==> src/rtl/csr_bus_pkg.sv <==
// ============================================================================
// Module : csr_bus_pkg
// Brief  : Shared encodings and helpers for the 3-stage CSR responder bus.
// Rev    : 1.0 - initial release
// ============================================================================
`default_nettype none

package csr_bus_pkg;

  localparam logic [2:0]  MOD_NONE          = 3'b000;
  localparam logic [2:0]  MOD_WRITE         = 3'b001;
  localparam logic [2:0]  MOD_SET           = 3'b010;
  localparam logic [2:0]  MOD_CLEAR         = 3'b011;
  localparam logic [11:0] DEFAULT_IDLE_ADDR = 12'h000;
  localparam logic [1:0]  RO_ADDR_PREFIX    = 2'b11;

  typedef enum logic [2:0] {
    ST_IDLE    = 3'd0,
    ST_DECODE  = 3'd1,
    ST_EXECUTE = 3'd2,
    ST_COLLECT = 3'd3,
    ST_RESPOND = 3'd4
  } state_t;

  // A modifying access to the read-only address quadrant.
  function automatic logic ro_fault(input logic write, input logic [11:0] addr,
                                    input logic [1:0] op);
    return write && (addr[11:10] == RO_ADDR_PREFIX) && (op != 2'b00);
  endfunction

  function automatic logic [2:0] op_to_modify(input logic [1:0] op);
    case (op)
      2'b01:   return MOD_WRITE;
      2'b10:   return MOD_SET;
      2'b11:   return MOD_CLEAR;
      default: return MOD_NONE;
    endcase
  endfunction

endpackage

`default_nettype wire

==> src/rtl/csr_initiator_if.sv <==
// ============================================================================
// Module : csr_initiator_if
// Brief  : Request/response channels plus CSR responder bus of the initiator.
// Rev    : 1.0 - initial release
// ============================================================================
`default_nettype none

interface csr_initiator_if #(
  parameter int NUM_RESP = 4
);
  logic                      req_valid;
  logic                      req_ready;
  logic [11:0]               req_addr;
  logic [1:0]                req_op;
  logic                      req_write;
  logic [31:0]               req_wdata;
  logic                      rsp_valid;
  logic                      rsp_ready;
  logic [31:0]               rsp_rdata;
  logic                      rsp_err;
  logic [11:0]               csr_addr;
  logic                      csr_read;
  logic [2:0]                csr_modify;
  logic [31:0]               csr_wdata;
  logic [32*NUM_RESP-1:0]    csr_rdata_bus;
  logic [NUM_RESP-1:0]       csr_valid_bus;

  modport master (
    input  req_valid, req_addr, req_op, req_write, req_wdata, rsp_ready,
           csr_rdata_bus, csr_valid_bus,
    output req_ready, rsp_valid, rsp_rdata, rsp_err,
           csr_addr, csr_read, csr_modify, csr_wdata
  );

  modport slave (
    output req_valid, req_addr, req_op, req_write, req_wdata, rsp_ready,
           csr_rdata_bus, csr_valid_bus,
    input  req_ready, rsp_valid, rsp_rdata, rsp_err,
           csr_addr, csr_read, csr_modify, csr_wdata
  );
endinterface

`default_nettype wire

==> src/rtl/csr_resp_merge.sv <==
// ============================================================================
// Module : csr_resp_merge
// Brief  : OR-merges responder read data and classifies the valid vector.
// Rev    : 1.0 - initial release
// ============================================================================
`default_nettype none

module csr_resp_merge #(
  parameter int NUM_RESP = 4
) (
  input  wire logic [32*NUM_RESP-1:0] rdata_bus,
  input  wire logic [NUM_RESP-1:0]    valid_bus,
  output logic      [31:0]            rdata_or,
  output logic                        any_valid,
  output logic                        multi_valid
);

  logic [31:0] w_slice [NUM_RESP];

  for (genvar gi = 0; gi < NUM_RESP; gi++) begin : g_slice
    assign w_slice[gi] = rdata_bus[32*gi +: 32];
  end

  always_comb begin
    rdata_or    = '0;
    any_valid   = 1'b0;
    multi_valid = 1'b0;
    for (int i = 0; i < NUM_RESP; i++) begin
      rdata_or = rdata_or | w_slice[i];
      if (valid_bus[i]) begin
        multi_valid = multi_valid | any_valid;
        any_valid   = 1'b1;
      end
    end
  end

endmodule

`default_nettype wire

==> src/rtl/csr_initiator.sv <==
// ============================================================================
// Module : csr_initiator
// Brief  : Sequences one CSR access over the D/E/M responder bus and returns
//          the pre-modification value with an error flag.
// Rev    : 1.0 - initial release
// ============================================================================
`default_nettype none

module csr_initiator
  import csr_bus_pkg::*;
#(
  parameter int          NUM_RESP  = 4,
  parameter logic [11:0] IDLE_ADDR = DEFAULT_IDLE_ADDR
) (
  input wire logic       clk,
  input wire logic       rstn,
  csr_initiator_if.master bus
);

  state_t      r_state, w_state_nxt;
  logic [2:0]  r_mod, w_mod_nxt;
  logic        r_rofault, w_rofault_nxt;
  logic [31:0] r_wdata, w_wdata_nxt;
  logic        r_req_ready, w_req_ready_nxt;
  logic        r_rsp_valid, w_rsp_valid_nxt;
  logic [31:0] r_rsp_rdata, w_rsp_rdata_nxt;
  logic        r_rsp_err, w_rsp_err_nxt;
  logic [11:0] r_csr_addr, w_csr_addr_nxt;
  logic        r_csr_read, w_csr_read_nxt;
  logic [2:0]  r_csr_modify, w_csr_modify_nxt;
  logic [31:0] r_csr_wdata, w_csr_wdata_nxt;

  logic [31:0] w_rdata_or;
  logic        w_any_valid;
  logic        w_multi_valid;
  logic        w_accept_rofault;

  csr_resp_merge #(.NUM_RESP(NUM_RESP)) u_merge (
    .rdata_bus   (bus.csr_rdata_bus),
    .valid_bus   (bus.csr_valid_bus),
    .rdata_or    (w_rdata_or),
    .any_valid   (w_any_valid),
    .multi_valid (w_multi_valid)
  );

  assign w_accept_rofault = ro_fault(bus.req_write, bus.req_addr, bus.req_op);

  always_ff @(posedge clk) begin
    if (!rstn) begin
      r_state      <= ST_IDLE;
      r_mod        <= MOD_NONE;
      r_rofault    <= 1'b0;
      r_wdata      <= '0;
      r_req_ready  <= 1'b0;
      r_rsp_valid  <= 1'b0;
      r_rsp_rdata  <= '0;
      r_rsp_err    <= 1'b0;
      r_csr_addr   <= IDLE_ADDR;
      r_csr_read   <= 1'b0;
      r_csr_modify <= MOD_NONE;
      r_csr_wdata  <= '0;
    end else begin
      r_state      <= w_state_nxt;
      r_mod        <= w_mod_nxt;
      r_rofault    <= w_rofault_nxt;
      r_wdata      <= w_wdata_nxt;
      r_req_ready  <= w_req_ready_nxt;
      r_rsp_valid  <= w_rsp_valid_nxt;
      r_rsp_rdata  <= w_rsp_rdata_nxt;
      r_rsp_err    <= w_rsp_err_nxt;
      r_csr_addr   <= w_csr_addr_nxt;
      r_csr_read   <= w_csr_read_nxt;
      r_csr_modify <= w_csr_modify_nxt;
      r_csr_wdata  <= w_csr_wdata_nxt;
    end
  end

  // Each branch computes the value the registered outputs take in the next state.
  always_comb begin
    w_state_nxt      = r_state;
    w_mod_nxt        = r_mod;
    w_rofault_nxt    = r_rofault;
    w_wdata_nxt      = r_wdata;
    w_req_ready_nxt  = 1'b0;
    w_rsp_valid_nxt  = r_rsp_valid;
    w_rsp_rdata_nxt  = r_rsp_rdata;
    w_rsp_err_nxt    = r_rsp_err;
    w_csr_addr_nxt   = IDLE_ADDR;
    w_csr_read_nxt   = 1'b0;
    w_csr_modify_nxt = MOD_NONE;
    w_csr_wdata_nxt  = '0;

    case (r_state)
      ST_IDLE: begin
        w_req_ready_nxt = 1'b1;
        if (r_req_ready && bus.req_valid) begin
          w_req_ready_nxt = 1'b0;
          w_rofault_nxt   = w_accept_rofault;
          w_mod_nxt       = (bus.req_write && !w_accept_rofault)
                            ? op_to_modify(bus.req_op) : MOD_NONE;
          w_wdata_nxt     = bus.req_wdata;
          w_csr_addr_nxt  = bus.req_addr;
          w_state_nxt     = ST_DECODE;
        end
      end
      ST_DECODE: begin
        w_csr_read_nxt   = 1'b1;
        w_csr_modify_nxt = r_mod;
        w_csr_wdata_nxt  = r_wdata;
        w_state_nxt      = ST_EXECUTE;
      end
      ST_EXECUTE: begin
        w_state_nxt = ST_COLLECT;
      end
      ST_COLLECT: begin
        w_rsp_valid_nxt = 1'b1;
        w_rsp_rdata_nxt = w_any_valid ? w_rdata_or : 32'h0;
        w_rsp_err_nxt   = !w_any_valid || w_multi_valid || r_rofault;
        w_state_nxt     = ST_RESPOND;
      end
      ST_RESPOND: begin
        if (bus.rsp_ready) begin
          w_rsp_valid_nxt = 1'b0;
          w_req_ready_nxt = 1'b1;
          w_state_nxt     = ST_IDLE;
        end
      end
      default: begin
        w_rsp_valid_nxt = 1'b0;
        w_state_nxt     = ST_IDLE;
      end
    endcase
  end

  assign bus.req_ready  = r_req_ready;
  assign bus.rsp_valid  = r_rsp_valid;
  assign bus.rsp_rdata  = r_rsp_rdata;
  assign bus.rsp_err    = r_rsp_err;
  assign bus.csr_addr   = r_csr_addr;
  assign bus.csr_read   = r_csr_read;
  assign bus.csr_modify = r_csr_modify;
  assign bus.csr_wdata  = r_csr_wdata;

endmodule

`default_nettype wire

==> src/flat_wrapper.sv <==
// flat-port wrapper written by rule: the top's interface ports become plain ports
module csr_initiator_flat import csr_bus_pkg::*;
#(
  parameter int          NUM_RESP  = 4,
  parameter logic [11:0] IDLE_ADDR = DEFAULT_IDLE_ADDR
)
  (clk, rstn, bus_req_valid, bus_req_addr, bus_req_op, bus_req_write, bus_req_wdata, bus_rsp_ready, bus_csr_rdata_bus, bus_csr_valid_bus, bus_req_ready, bus_rsp_valid, bus_rsp_rdata, bus_rsp_err, bus_csr_addr, bus_csr_read, bus_csr_modify, bus_csr_wdata);
  csr_initiator_if #(.NUM_RESP(NUM_RESP)) bus_i ();
  input wire logic clk;
  input wire logic rstn;
  input wire logic [$bits(bus_i.req_valid)-1:0] bus_req_valid;
  input wire logic [$bits(bus_i.req_addr)-1:0] bus_req_addr;
  input wire logic [$bits(bus_i.req_op)-1:0] bus_req_op;
  input wire logic [$bits(bus_i.req_write)-1:0] bus_req_write;
  input wire logic [$bits(bus_i.req_wdata)-1:0] bus_req_wdata;
  input wire logic [$bits(bus_i.rsp_ready)-1:0] bus_rsp_ready;
  input wire logic [$bits(bus_i.csr_rdata_bus)-1:0] bus_csr_rdata_bus;
  input wire logic [$bits(bus_i.csr_valid_bus)-1:0] bus_csr_valid_bus;
  output wire logic [$bits(bus_i.req_ready)-1:0] bus_req_ready;
  output wire logic [$bits(bus_i.rsp_valid)-1:0] bus_rsp_valid;
  output wire logic [$bits(bus_i.rsp_rdata)-1:0] bus_rsp_rdata;
  output wire logic [$bits(bus_i.rsp_err)-1:0] bus_rsp_err;
  output wire logic [$bits(bus_i.csr_addr)-1:0] bus_csr_addr;
  output wire logic [$bits(bus_i.csr_read)-1:0] bus_csr_read;
  output wire logic [$bits(bus_i.csr_modify)-1:0] bus_csr_modify;
  output wire logic [$bits(bus_i.csr_wdata)-1:0] bus_csr_wdata;
  assign bus_i.req_valid = bus_req_valid;
  assign bus_i.req_addr = bus_req_addr;
  assign bus_i.req_op = bus_req_op;
  assign bus_i.req_write = bus_req_write;
  assign bus_i.req_wdata = bus_req_wdata;
  assign bus_i.rsp_ready = bus_rsp_ready;
  assign bus_i.csr_rdata_bus = bus_csr_rdata_bus;
  assign bus_i.csr_valid_bus = bus_csr_valid_bus;
  assign bus_req_ready = bus_i.req_ready;
  assign bus_rsp_valid = bus_i.rsp_valid;
  assign bus_rsp_rdata = bus_i.rsp_rdata;
  assign bus_rsp_err = bus_i.rsp_err;
  assign bus_csr_addr = bus_i.csr_addr;
  assign bus_csr_read = bus_i.csr_read;
  assign bus_csr_modify = bus_i.csr_modify;
  assign bus_csr_wdata = bus_i.csr_wdata;
  csr_initiator #(.NUM_RESP(NUM_RESP), .IDLE_ADDR(IDLE_ADDR)) u_core (.clk(clk), .rstn(rstn), .bus(bus_i));
endmodule
==> config.mk <==
export PLATFORM = sky130hd
export DESIGN_NAME = csr_initiator_flat
export DESIGN_NICKNAME = d
export VERILOG_FILES = /design/src/rtl/csr_bus_pkg.sv /design/src/rtl/csr_initiator_if.sv /design/src/rtl/csr_resp_merge.sv /design/src/rtl/csr_initiator.sv /design/src/flat_wrapper.sv
export SDC_FILE = /design/constraint.sdc
export NUM_CORES = 1
export LEC_CHECK = 0
export CAP_MARGIN = 20
export CORE_UTILIZATION = 45
export DETAILED_ROUTE_END_ITERATION = 7
export DONT_BUFFER_PORTS = 1
export PLACE_DENSITY = 0.69
export SLEW_MARGIN = 20
export SYNTH_ARGS = -nofsm -noshare
export SYNTH_HDL_FRONTEND = slang
export SYNTH_HIERARCHICAL = 1
export SYNTH_SLANG_ARGS = --single-unit
==> constraint.sdc <==
create_clock -name clk -period 3 [get_ports clk]
set_clock_uncertainty 0.05 [all_clocks]
set_input_delay 0.3 -clock clk [delete_from_list [all_inputs] [get_ports clk]]
set_output_delay 0.3 -clock clk [all_outputs]
set_load 0.005 [all_outputs]
==> out/metrics.yaml <==
status: "finished, final reports clean"
final_nets: 691
most-common-layout-cells: "dfxtp_1, nand2_1, dlygate4sd3_1"
cp.required_ps: 3410
cpPeakStageDelay_ps: 560
utilization_pct: 57.36
grt_pass1_wl_um: 16690
dr.max_layer_used: "met4"
cp_num_buf_inv: 2
rsz0062_at_grt: "no"
port_buffers: 0
postCtsSetupBuffers: 0
cts-buffers-inserted: 17
drt_iter0_markers: 116
syn_nets: 648
cp_slowest_cell: "dlygate4sd3_1"
fmax_ghz: 0.4415
clkSinkCount: 120
netlist_area_um2: 4554
synthSimpleGateAreaFrac_pct: 27.39
ir_drop_mv: 0.2878
synth-compound-area-share_pct: 6.264
path_class: "reg -> reg"
startpoint_type: "register"
antenna_found_initial: 6
timing.slew.headroom_pct: 29.20
synthDistinctLibCells: 31
drive_above_1_share_pct: 7.308
final_common_cell: "dfxtp_1"
path_clk_slew_ps: 60
synth_fa_ha_area_share_pct: 0
synth_edf_count: 0
worst_pin_slew_ps: 1062
tns_ps: 0
maxCapViolations: 0
p_per_area_nw_per_um2: 672.6
muxShareOfSynthArea_pct: 7.692
grt_max_degree: 106
synthCells: 465
async_reset_ff_share_pct: 0
ant_nets: 0
drc: 0
num_vias: 3495
grt_usage_pct: 21.72
hold_violations: 0
cts.path.max_buffers: 2
die_x_um: 102.6
period_share_pct: 75.49
syn2layout_area_growth_pct: 23.10
vias_per_cell: 5.303
ys_warn_count: 6
insertion_delay_ps: 510
leakagePower_uw: 0.002029
dpl.hpwl_um: 7505
worstPathArrival_ps: 2670
cts_tree: "yes"
wl_met3_um: 798
placementRows: 36
ys_seq_area_share_pct: 52.75
dieArea_um2: 10530
wl_per_cell_um: 17.67
hold_path.class: "in -> reg"
met1_length_um: 4235
r2r_setup_slack_ps: 740
path_cells: "nor4_4 > buf_4 > mux2i_1 > dlygate4sd3_1"
period_needed_ps: 2265
start_util_pct: 46.59
num-fill-cells: 848
cp-end-kind: "register"
slew_violations: 0
synth-seq-cells: 120
synth-xor-area-share_pct: 0.1923
cts-root-buf: "clkbuf_8"
die_h_um: 102.6
coreArea_um2: 9774
grt_pass1_vias: 3342
dr.pass1.iters: 4
routed-wl-met2_um: 6313
htreeDepth: 4
synth_top_flop_cell: "dfxtp_1"
synth_top_family_by_area: "simple AND/OR/NAND/NOR gates"
finalSetupViolCount: 0
grt_overflow: 0
crit_family: "buffers and inverters"
drt-total-wl_um: 11650
place_congestion: 0.9178
io_pins: 266
cp_max_fo: 35
postSynthAreaPerCell_um2: 9.794
## Yosys cell counts (3+ instances only)
| cell | number | area, um2 |
|---|---|---|
| buf_6 | 6 | 67.56 |
| buf_4 | 7 | 52.55 |
| clkbuf_1 | 12 | 45.04 |
| mux2i_1 | 35 | 350.3 |
| nand3_1 | 32 | 160.2 |
| buf_12 | 3 | 60.06 |
| buf_2 | 4 | 20.02 |
| nor2_1 | 4 | 15.01 |
| a21oi_1 | 5 | 25.02 |
| or4_1 | 33 | 247.7 |
| buf_1 | 3 | 11.26 |
| and2_1 | 46 | 287.8 |
| a21boi_1 | 32 | 240.2 |
| nand2_1 | 102 | 382.9 |
| dfxtp_1 | 120 | 2402 |
## cell families after synthesis
family / after synthesis
xor+xnor: 1
buf+inv: 35
mux: 35
compound gates: 40
simple gates: 233
other cells: 1
flops: 120
## where the power goes
group	internal, uW	total [uW]	switching [uW]
Sequential	1660	1700	45.3
Clock	1130	1800	676
Combinational	138	265	127
Total	2920	3770	848
## path summary, 6_finish.rpt
| check | start | to | cells after the start |
|---|---|---|---|
| worst min-delay path | bus_rsp_ready | u_core/bus.req_ready | 2 |
| worst min register to register | u_core/r_wdata[4] | u_core/bus.csr_wdata[4] | 1 |
| worst max register to register | u_core/r_state[2] | u_core/r_wdata[3] | 4 |
| worst max-delay path | u_core/r_state[2] | u_core/r_wdata[3] | 4 |
## per-layer routing
metal	vias up	global-route usage (%)
met4	0	13.52
met3	24	6.169
met1	1625	22.35
li1	1667	-
met5	-	0
met2	179	38.87
## repair_timing
item | in CTS | in global routing
hold buffers | 55 | 0
hold endpoints to repair | 85 | 0
resized for setup | 0 | 0
setup endpoints to repair | 0 | 0
## flip-flops by register name, summed over array words and instances, names as in the netlist
| register | flops |
|---|---|
| u_core/bus.csr_addr | 12 |
| u_core/bus.csr_modify | 2 |
| u_core/bus.csr_read | 1 |
| u_core/bus.csr_wdata | 32 |
| u_core/bus.req_ready | 1 |
| u_core/bus.rsp_err | 1 |
| u_core/bus.rsp_rdata | 32 |
| u_core/bus.rsp_valid | 1 |
| u_core/r_mod | 2 |
| u_core/r_rofault | 1 |
| u_core/r_state | 3 |
| u_core/r_wdata | 32 |
## final cells by class
type                       instances  area (um2)  area share, %
antenna                            6       15.01         0.2678
tap                              133       166.4          2.968
clock buffer                      22       452.9          8.079
clock inverter                     9       76.32          1.361
sequential                       120        2402          42.85
timing repair buffer              59       598.1          10.67
multi-input combinational        310        1896          33.81
## metrics by stage
step	cell area [um2]	worst slack (ps)	total power, uW	cells	hold WS [ps]
2_1_floorplan	4554	1558	1931	465	371.7
3_3_place_gp	4494	1048	1910	567	372.5
3_5_place_dp	4494	1051	1922	567	374.7
4_1_cts	5592	757.3	3810	653	0.5317
5_1_grt	5607	621.3	3915	659	12.92
6_report	5607	735.2	3771	659	13.32
(Power assumes the default switching activity.)
